[config.mk]
export PLATFORM = sky130hd
export DESIGN_NAME = bin_to_bcd_seq
export DESIGN_NICKNAME = d
export VERILOG_FILES = /design/src/rtl/bin_to_bcd_seq.sv
export SDC_FILE = /design/constraint.sdc
export NUM_CORES = 1
export LEC_CHECK = 0
export CAP_MARGIN = 5
export CELL_PAD_IN_SITES_DETAIL_PLACEMENT = 1
export CELL_PAD_IN_SITES_GLOBAL_PLACEMENT = 2
export CORE_UTILIZATION = 37
export CTS_BUF_LIST = sky130_fd_sc_hd__clkbuf_4 sky130_fd_sc_hd__clkbuf_8
export DETAILED_ROUTE_END_ITERATION = 8
export GPL_TIMING_DRIVEN = 0
export PLACE_DENSITY = 0.86
export SLEW_MARGIN = 40
export SYNTH_ARGS = -nofsm -noshare
export SYNTH_HDL_FRONTEND = slang
export SYNTH_SLANG_ARGS = --single-unit
[constraint.sdc]
create_clock -name clk -period 2.03 [get_ports clk]
set_input_delay 0.203 -clock clk [delete_from_list [all_inputs] [get_ports clk]]
set_output_delay 0.203 -clock clk [all_outputs]
set_load 0.01 [all_outputs]
[src/rtl/bin_to_bcd_seq.sv]
// Sequential binary-to-BCD converter (double-dabble, one input bit per clock) feeding the seven-segment driver.
// Latency w cycles from accepting edge to result; start is ignored while busy; bcd/overflow hold between completions.
module bin_to_bcd_seq #(
    parameter int w     = 16,
    parameter int n_dig = 5
) (
    input  logic               clk,
    input  logic               reset_n,
    input  logic               start,
    input  logic [w-1:0]       bin,
    output logic               busy,
    output logic               done,
    output logic [n_dig*4-1:0] bcd,
    output logic               overflow
);

    localparam int cw = $clog2(w + 1);
    localparam int bw = n_dig * 4;

    localparam logic [0:0] st_idle = 1'b0;
    localparam logic [0:0] st_conv = 1'b1;

    logic [0:0]    state;
    logic [cw-1:0] cnt;
    logic [w-1:0]  shreg;
    logic [bw-1:0] scratch;
    logic          sticky;

    logic [bw-1:0] adj;
    logic [bw-1:0] scratch_nxt;
    logic [w-1:0]  shreg_nxt;
    logic          carry;
    logic          last_iter;

    // Add-3 correction before the shift keeps every digit in 0..9 after doubling;
    // the bit leaving the top digit is the part of the value that no longer fits.
    always_comb begin
        adj = scratch;
        for (int k = 0; k < n_dig; k++) begin
            if (scratch[4*k +: 4] >= 4'd5) begin
                adj[4*k +: 4] = scratch[4*k +: 4] + 4'd3;
            end
        end
        {carry, scratch_nxt, shreg_nxt} = {adj, shreg, 1'b0};
    end

    assign last_iter = (cnt == cw'(1));
    assign busy      = (state == st_conv);

    always_ff @(posedge clk or negedge reset_n) begin
        if (!reset_n) begin
            state    <= st_idle;
            cnt      <= '0;
            shreg    <= '0;
            scratch  <= '0;
            sticky   <= 1'b0;
            bcd      <= '0;
            overflow <= 1'b0;
            done     <= 1'b0;
        end else begin
            done <= 1'b0;
            case (state)
                st_idle: begin
                    if (start) begin
                        shreg   <= bin;
                        scratch <= '0;
                        sticky  <= 1'b0;
                        cnt     <= cw'(w);
                        state   <= st_conv;
                    end
                end
                default: begin
                    scratch <= scratch_nxt;
                    shreg   <= shreg_nxt;
                    sticky  <= sticky | carry;
                    cnt     <= cnt - cw'(1);
                    if (last_iter) begin
                        bcd      <= scratch_nxt;
                        overflow <= sticky | carry;
                        done     <= 1'b1;
                        state    <= st_idle;
                    end
                end
            endcase
        end
    end

endmodule

======== Word-level counts from Yosys, hierarchy flattened ========
Index checks and enable logic that the tools add are counted.
cells by class
  shift-type cells ........................ 0
  div/mod/pow operators ................... 0
  order comparisons ....................... 5
  muxes and demuxes ....................... 18
  multiply operators ...................... 0
  add/subtract/negate cells ............... 6
  bitwise gates (word level) .............. 1
  equal/unequal tests ..................... 1
  reductions and logical operators ........ 2
operators by type and width
  cell                                                                count
  two-way mux 20 bit                                                  2
  two-way mux 16 bit                                                  2
  adder 4 x 2 -> 4 bit (second input constant)                        5
  greater-or-equal comparator 4 x 3 -> 1 bit (second input constant)  5
  two-way mux 4 bit                                                   5
  two-way mux 5 bit                                                   2
  two-way mux 1 bit                                                   7
  == test 5 x 1 -> 1 bit (second input constant)                      1
  subtractor 5 x 1 -> 5 bit (second input constant)                   1
  AND reduction 2 bit                                                 1
  nonzero test 2 bit                                                  1
  bitwise OR 1 bit                                                    1
word-level totals
  output and inout port bits .............. 23
  latch bits .............................. 0
  register bits after elaboration ......... 65
  memories kept ........................... 0
  ROM bits ................................ 0
  RAM bits ................................ 0

======== Depth between registers and ports, before layout ========
Gate-level depths: netlist of run 1.
  word-level depth ........................ 4
  mapped depth ............................ 7
  depth with buffers taken out ............ 6

======== Worst setup path before layout of run 1 ========
Ideal clock, no wire load.
  kind .................................... flip-flop to flip-flop
  from .................................... register scratch[8]
  to ...................................... register bcd[10]
  data arrival time ....................... 1332 ps
  library setup time ...................... 125 ps
  cell stages (with the launch flop) ...... 6
  data required time ...................... 1905 ps
  setup slack ............................. 573 ps
  path buffers ............................ 0
  period minus slack after synthesis ...... 1457 ps
  path through ............................ dfrtp_1 -> ha_1 -> nand2b_1 -> a21oi_1 -> mux2i_1 -> mux2_4
between the ends
  cells in the longest elaborated chain, start to end .. 2
  elaborated cells between the ends (all ways) .. 3
  those cells by class .................... add/sub (1); order compare (1); mux (1)
ends and longest elaborated chain
  what                                                                                line    source
  start, declared                                                                     26      logic [bw-1:0] scratch;
  start signal, assigned                                                              73      scratch <= scratch_nxt;
  adder 4 x 2 -> 4 bit or greater-or-equal comparator 4 x 3 -> 1 bit (tied branches)  41, 40
  two-way mux 4 bit *                                                                 40      if (scratch[4*k +: 4] >= 4'd5) begin
  end signal, assigned                                                                78      bcd <= scratch_nxt;
  end, declared                                                                       13      output logic [n_dig*4-1:0] bcd,
Mark *: on every way between the ends. The rest lies on a longest branch, timed or not.
A chain may end at the register's enable or synchronous reset.

======== Final worst setup path of run 1 ========
  from .................................... register scratch[0]
  to ...................................... register bcd[1]
The elaborated chain is that of the path after synthesis.

==> impl_metrics.py, run 1 <==
metrics = {
    "cts": {
        "clk_pin_slew_ns": 0.07,
        "cts_resized": 0,
        "root_buffer": "clkbuf_8",
        "post_cts.repair.setup_buffers": 0,
        "numCtsBuffers": 9,
        "h-tree-depth": 3,
        "clock_latency_ns": 0.34,
        "cts_tree": "built",
        "clockBufferDepth": 2,
        "cts_sinks": 65,
        "hold_buffers": 1,
    },
    "place": {
        "postPlaceCellArea_um2": 3700,
        "place_congestion": 0.751,
        "port_buffers": 40,
        "dp_cells": 436,
        "dp_hpwl_um": 5060,
    },
    "layout": {
        "syn2layout_area_growth_pct": 23.8,
        "fin_area_um2": 3900,
        "layout_commonest_cell": "dfrtp_1",
        "drive_above_1_share_pct": 11.0,
        "multiInputGateArea_um2": 1390,
        "final_cells": 451,
        "fillerInstances": 903,
        "final_cell_mix": "dfrtp_1 (65), clkdlybuf4s50_1 (39), mux2i_1 (30), nand2_1 (29), a21oi_1 (26)",
        "seq_area_um2": 1630,
        "antennaDiodeCount": 0,
        "final_nets": 374,
    },
    "critical_path": {
        "arrival_ns": 1.86,
        "reg2reg_depth": 6,
        "startpoint_type": "register",
        "crit_type": "reg -> reg",
        "worstReg2RegStart": "scratch[0]",
        "critPathMaxFanout": 4,
        "r2r_setup_slack_ns": 0.40,
        "cp-end-kind": "register",
        "crit_slowest_cell": "dfrtp_1",
        "crit_required_ns": 2.26,
        "worstPathCellList": "inv_1 > ha_1 > nand2b_1 > a21oi_1 > xnor2_1 > mux2_2",
        "rr_endpoint": "bcd[1]",
        "crit_path_max_incr_delay_ns": 0.41,
    },
    "route": {
        "drt-initial-drc-count": 38,
        "routed-via-count": 2306,
        "drc": 0,
        "drt-vias-per-instance": 5.11,
        "drt-total-wl_um": 7030,
        "antenna_left": 0,
        "first_pass_iters": 4,
        "wl_per_cell_um": 15.6,
    },
    "synth": {
        "ys_ff_latch": 65,
        "avgSynthCellArea_um2": 10.9,
        "mappedNetlistNets": 321,
        "async_flop_share_pct": 100,
        "syn-cell-area_um2": 3150,
        "synthDistinctLibCells": 30,
        "synth_edf_count": 0,
        "synth_warnings": 0,
        "syn_inst": 290,
        "ys_seq_area_share_pct": 51.6,
        "synth_ff_type": "dfrtp_1",
    },
    "sta": {
        "clock_skew_ns": 0.0131,
        "fin_crit_ns": 1.63,
        "fmax_mhz": 612,
        "setup_viol": 0,
        "layout_worst_path_cycle_share_pct": 80.5,
        "rsz0062_at_grt": "false",
        "hold_viol_final": 0,
        "tightest_slew_ns": 0.628,
        "fin_tns_setup_ns": 0,
        "slew-limit-headroom_pct": 58.1,
        "drv_slew": 0,
    },
    "worst_hold_path": {
        "min_path_type": "in -> async",
    },
    "die": {
        "ioPinCount": 42,
        "die_y_um": 94.3,
        "die_area_um2": 8890,
        "start_util_pct": 38.4,
        "core_region_area_um2": 8220,
        "die_w_um": 94.3,
        "rows": 33,
    },
    "power_and_ir_drop": {
        "power_density_nw_per_um2": 1570,
        "peakVddDrop_mv": 0.588,
        "total_power_mw": 6.14,
        "p_leak_nw": 1.82,
    },
    "grt": {
        "grt_use_total_pct": 18.2,
        "overflow": 0,
        "first_global_vias": 2466,
        "antenna_found_initial": 0,
        "grt_max_degree": 41,
        "grt_pass1_wl_um": 12100,
    },
    "run": {
        "drv_cap": 0,
    },
    "outcome": {
        "status": "finished clean",
    },
}
-- state kept, by name (all words and copies together) (netlist names) --
signal / flops
done: 1
scratch: 20
shreg: 16
bcd: 20
overflow: 1
sticky: 1
busy: 1
cnt: 5
-- per-layer routing --
layer | vias up | GRT usage, % | wire [um]
met4 | 0 | 7.82 | 132
met5 | - | 0 | 0
met2 | 50 | 30.1 | 3400
met1 | 1144 | 23.1 | 3270
met3 | 12 | 3.64 | 223
li1 | 1100 | - | -
-- area by class of cell --
class                           count  area share [%]
Sequential cell                    65            41.7
Clock inverter                      3            1.09
Inverter                           13            1.25
Timing Repair Buffer               42            11.1
Tap cell                          105            3.37
Clock buffer                       11            3.72
Buffer                             15            2.34
Multi-Input combinational cell    197            35.5
-- how the worst max path moves through the flow --
stage / start / end / slack (ns) / depth (start not counted)
6_report: scratch[0] / bcd[1] / 0.40 / 6
5_1_grt: scratch[0] / bcd[2] / 0.27 / 6
4_1_cts: scratch[0] / bcd[1] / 0.38 / 6
3_5_place_dp: scratch[0] / bcd[1] / 0.38 / 6
3_3_place_gp: reset_n / shreg[6] / -1.48 / 1
2_1_floorplan: scratch[8] / bcd[10] / 0.57 / 5
-- stage by stage --
step / util, % / setup slack [ns] / hold slack, ns
after global routing: 47.5 / 0.269 / 0.293
after CTS: 47.5 / 0.379 / 0.275
after detailed placement: 45.1 / 0.383 / 0.0804
after global placement: 44.8 / -1.48 / 0.468
final: 47.5 / 0.396 / 0.285
after floorplan: - / 0.573 / -0.0926
-- report_power, final --
part / total (mW) / internal, mW / switching (mW)
Combinational: 2.75 / 1.43 / 1.32
Clock: 1.08 / 0.599 / 0.482
Sequential: 2.31 / 1.88 / 0.425
Total: 6.14 / 3.92 / 2.23
-- worst max-delay path, delay by kind of cell (launching register included) --
kind	cells	cell delay, ns
flops	1	0.41
mux	1	0.28
compound gates	1	0.26
fa+ha+maj	1	0.21
xor+xnor	1	0.17
buf+inv	1	0.10
simple gates	1	0.09
-- kinds of logic after synthesis --
| group | share of synthesized area (%) |
|---|---|
| adder cells (fa/ha/maj) | 4.76 |
| multiplexers | 14.6 |
| XOR/XNOR | 1.67 |
| AO/OA/AOI/OAI | 11.0 |
| flip-flops | 51.6 |
| AND/OR/NAND/NOR | 11.8 |
| buffers and inverters | 4.45 |
-- cell usage after synthesis (2+ instances only) --
| cell type | count | share of area, % |
|---|---|---|
| ha_1 | 12 | 4.8 |
| dfrtp_1 | 65 | 52 |
| a21oi_1 | 26 | 4.1 |
| nor3_1 | 6 | 0.95 |
| xnor2_1 | 5 | 1.4 |
| nand2_1 | 29 | 3.5 |
| inv_1 | 12 | 1.4 |
| clkbuf_1 | 4 | 0.48 |
| o21ai_0 | 22 | 3.5 |
| nand2b_1 | 6 | 1.2 |
| mux2_4 | 7 | 3.3 |
| o31ai_1 | 2 | 0.48 |
| nor3b_1 | 14 | 3.3 |
| buf_6 | 2 | 0.71 |
| a21o_1 | 9 | 2.1 |
| buf_2 | 7 | 1.1 |
| mux2i_1 | 30 | 9.5 |
| nor2_1 | 16 | 1.9 |
| mux2_2 | 5 | 1.8 |
No activity file was read; power rests on OpenSTA's default activity.
==> run 2, diff against run 1 <==
==> constraint.sdc (replaced) <==
create_clock -name clk -period 1.6 [get_ports clk]
set_input_delay 0.16 -clock clk [delete_from_list [all_inputs] [get_ports clk]]
set_output_delay 0.16 -clock clk [all_outputs]
set_load 0.01 [all_outputs]
==> impl_metrics.py, run 2 (same netlist as run 1, synthesis figures left out) <==
metrics = {
    "place": {
        "port_buffers": 40,
        "dp_slack_ns": -0.0469,
        "dp_cells": 436,
        "place_congestion": 0.751,
        "dp_hpwl_um": 5060,
    },
    "layout": {
        "reg_top3": "bcd (20), scratch (20), shreg (16)",
        "layout_commonest_cell": "dfrtp_1",
        "syn2layout_area_growth_pct": 26.9,
        "seq_area_um2": 1630,
        "multiInputGateArea_um2": 1450,
        "final_cells": 455,
        "final_cell_mix": "dfrtp_1 (63), clkdlybuf4s50_1 (39), nand2_1 (29), mux2i_1 (27), o21ai_0 (22)",
        "antennaDiodeCount": 0,
        "final_nets": 378,
        "drive_above_1_share_pct": 18.3,
        "fillerInstances": 901,
    },
    "route": {
        "first_pass_iters": 4,
        "antenna_left": 0,
        "wl_per_cell_um": 16.1,
        "drt-total-wl_um": 7330,
        "drc": 0,
        "drt-initial-drc-count": 47,
        "drt-vias-per-instance": 5.11,
        "routed-via-count": 2325,
    },
    "die": {
        "start_util_pct": 38.4,
        "ioPinCount": 42,
        "die_area_um2": 8890,
        "die_y_um": 94.3,
        "core_region_area_um2": 8220,
        "rows": 33,
        "die_w_um": 94.3,
    },
    "sta": {
        "hold_viol_final": 0,
        "drv_slew": 0,
        "tightest_slew_ns": 0.632,
        "layout_worst_path_cycle_share_pct": 95.6,
        "clock_skew_ns": 0.0129,
        "fin_crit_ns": 1.53,
        "timing.hold.ws_ns": 0.244,
        "fmax_mhz": 654,
        "slew-limit-headroom_pct": 57.8,
        "setup_viol": 0,
        "timing.final.ws_setup_ns": 0.0702,
        "fin_tns_setup_ns": 0,
    },
    "power_and_ir_drop": {
        "total_power_mw": 8.14,
        "p_leak_nw": 1.83,
        "peakVddDrop_mv": 0.753,
        "power_density_nw_per_um2": 2030,
    },
    "critical_path": {
        "crit_required_ns": 1.82,
        "startpoint_type": "register",
        "rr_endpoint": "bcd[10]",
        "worstReg2RegStart": "cnt[1]",
        "crit_type": "reg -> reg",
        "reg2reg_depth": 6,
        "critPathMaxFanout": 10,
        "worstSetupStartpoint": "cnt[1]",
        "arrival_ns": 1.75,
        "cp-end-kind": "register",
        "r2r_setup_slack_ns": 0.07,
    },
    "run": {
        "drv_cap": 0,
    },
    "grt": {
        "use_met2_pct": 30.2,
        "overflow": 0,
        "antenna_found_initial": 0,
        "grt_pass1_wl_um": 12200,
        "grt.busiest_layer": "met2",
        "grt_use_total_pct": 18.3,
        "grt_max_degree": 41,
        "gr-usage-met1_pct": 23.2,
        "grt_use_met3_pct": 3.64,
        "first_global_vias": 2462,
    },
    "cts": {
        "cts_tree": "built",
        "h-tree-depth": 3,
        "cts_sinks": 65,
        "clock_latency_ns": 0.34,
        "clk_pin_slew_ns": 0.07,
        "root_buffer": "clkbuf_8",
        "numCtsBuffers": 9,
        "clockBufferDepth": 2,
    },
    "worst_hold_path": {
        "min_path_type": "in -> async",
    },
    "outcome": {
        "status": "finished clean",
    },
}
run 2: changes by cell type in the layout (fill, tap and decap cells not counted), moves of 4 or more:
cell,delta
a21oi_1,-5
a21oi_2,+4
buf_4,+4
ha_1,-4
ha_2,+4
inv_1,-6
inv_2,+6
run 2: how the worst max path moves through the flow:
stage / to / slack (ns) / depth (start not counted)
after detailed placement: bcd[1] / -0.05 / 6
after CTS: bcd[10] / 0.007 / 6
final: bcd[10] / 0.07 / 6
after global placement: shreg[6] / -1.87 / 1
after floorplan: bcd[10] / 0.14 / 5
after global routing: bcd[2] / -0.02 / 6
run 2: cell type report:
cell class	instances	area share, %
inverter	13	1.22
sequential	65	40.7
multi-input combinational	197	36.1
clock inverter	3	1.06
tap	105	3.28
buffer	15	2.41
clock buffer	11	3.63
timing repair buffer	46	11.5
run 2: per-layer routing:
| layer | wire (um) | vias up |
|---|---|---|
| met3 | 242 | 11 |
| met2 | 3580 | 51 |
| met4 | 121 | 0 |
| li1 | - | 1106 |
| met5 | 0 | - |
| met1 | 3380 | 1157 |
run 2: critical path: stages, from the launching register on:
cell and delay, ns:
dfrtp_1 0.40, inv_2 0.08, ha_1 0.13, and4b_1 0.21
buf_6 0.14, buf_12 0.15, mux2_4 0.31
run 2: through the flow:
step | utilization, % | cell area, um2
after floorplan | - | 3150
after global routing | 48.7 | 4000
after CTS | 47.7 | 3920
final | 48.7 | 4000
after global placement | 44.8 | 3680
after detailed placement | 45.1 | 3700
run 2: report_power, final:
group | internal, mW | switching, mW | total (mW)
registers | 2.39 | 0.585 | 2.98
logic | 1.99 | 1.79 | 3.79
clock network | 0.760 | 0.611 | 1.37
run 2: what timing repair did:
action	CTS	global route
setup endpoints to repair	8	19
resized for setup	5	19
cloned	0	0
endpoints found under the hold margin	65	0
pin swaps	0	4
hold buffers	1	0
buffers inserted	0	4
==> run 3, diff against run 2 <==
--- a/config.mk
+++ b/config.mk
@@ -5,6 +5,7 @@
 export SDC_FILE = /design/constraint.sdc
 export NUM_CORES = 1
 export LEC_CHECK = 0
+export ABC_AREA = 0
 export CAP_MARGIN = 5
 export CELL_PAD_IN_SITES_DETAIL_PLACEMENT = 1
 export CELL_PAD_IN_SITES_GLOBAL_PLACEMENT = 2
==> results of run 3 <==
Final layout, timing and power as in run 2 (identical DEF).
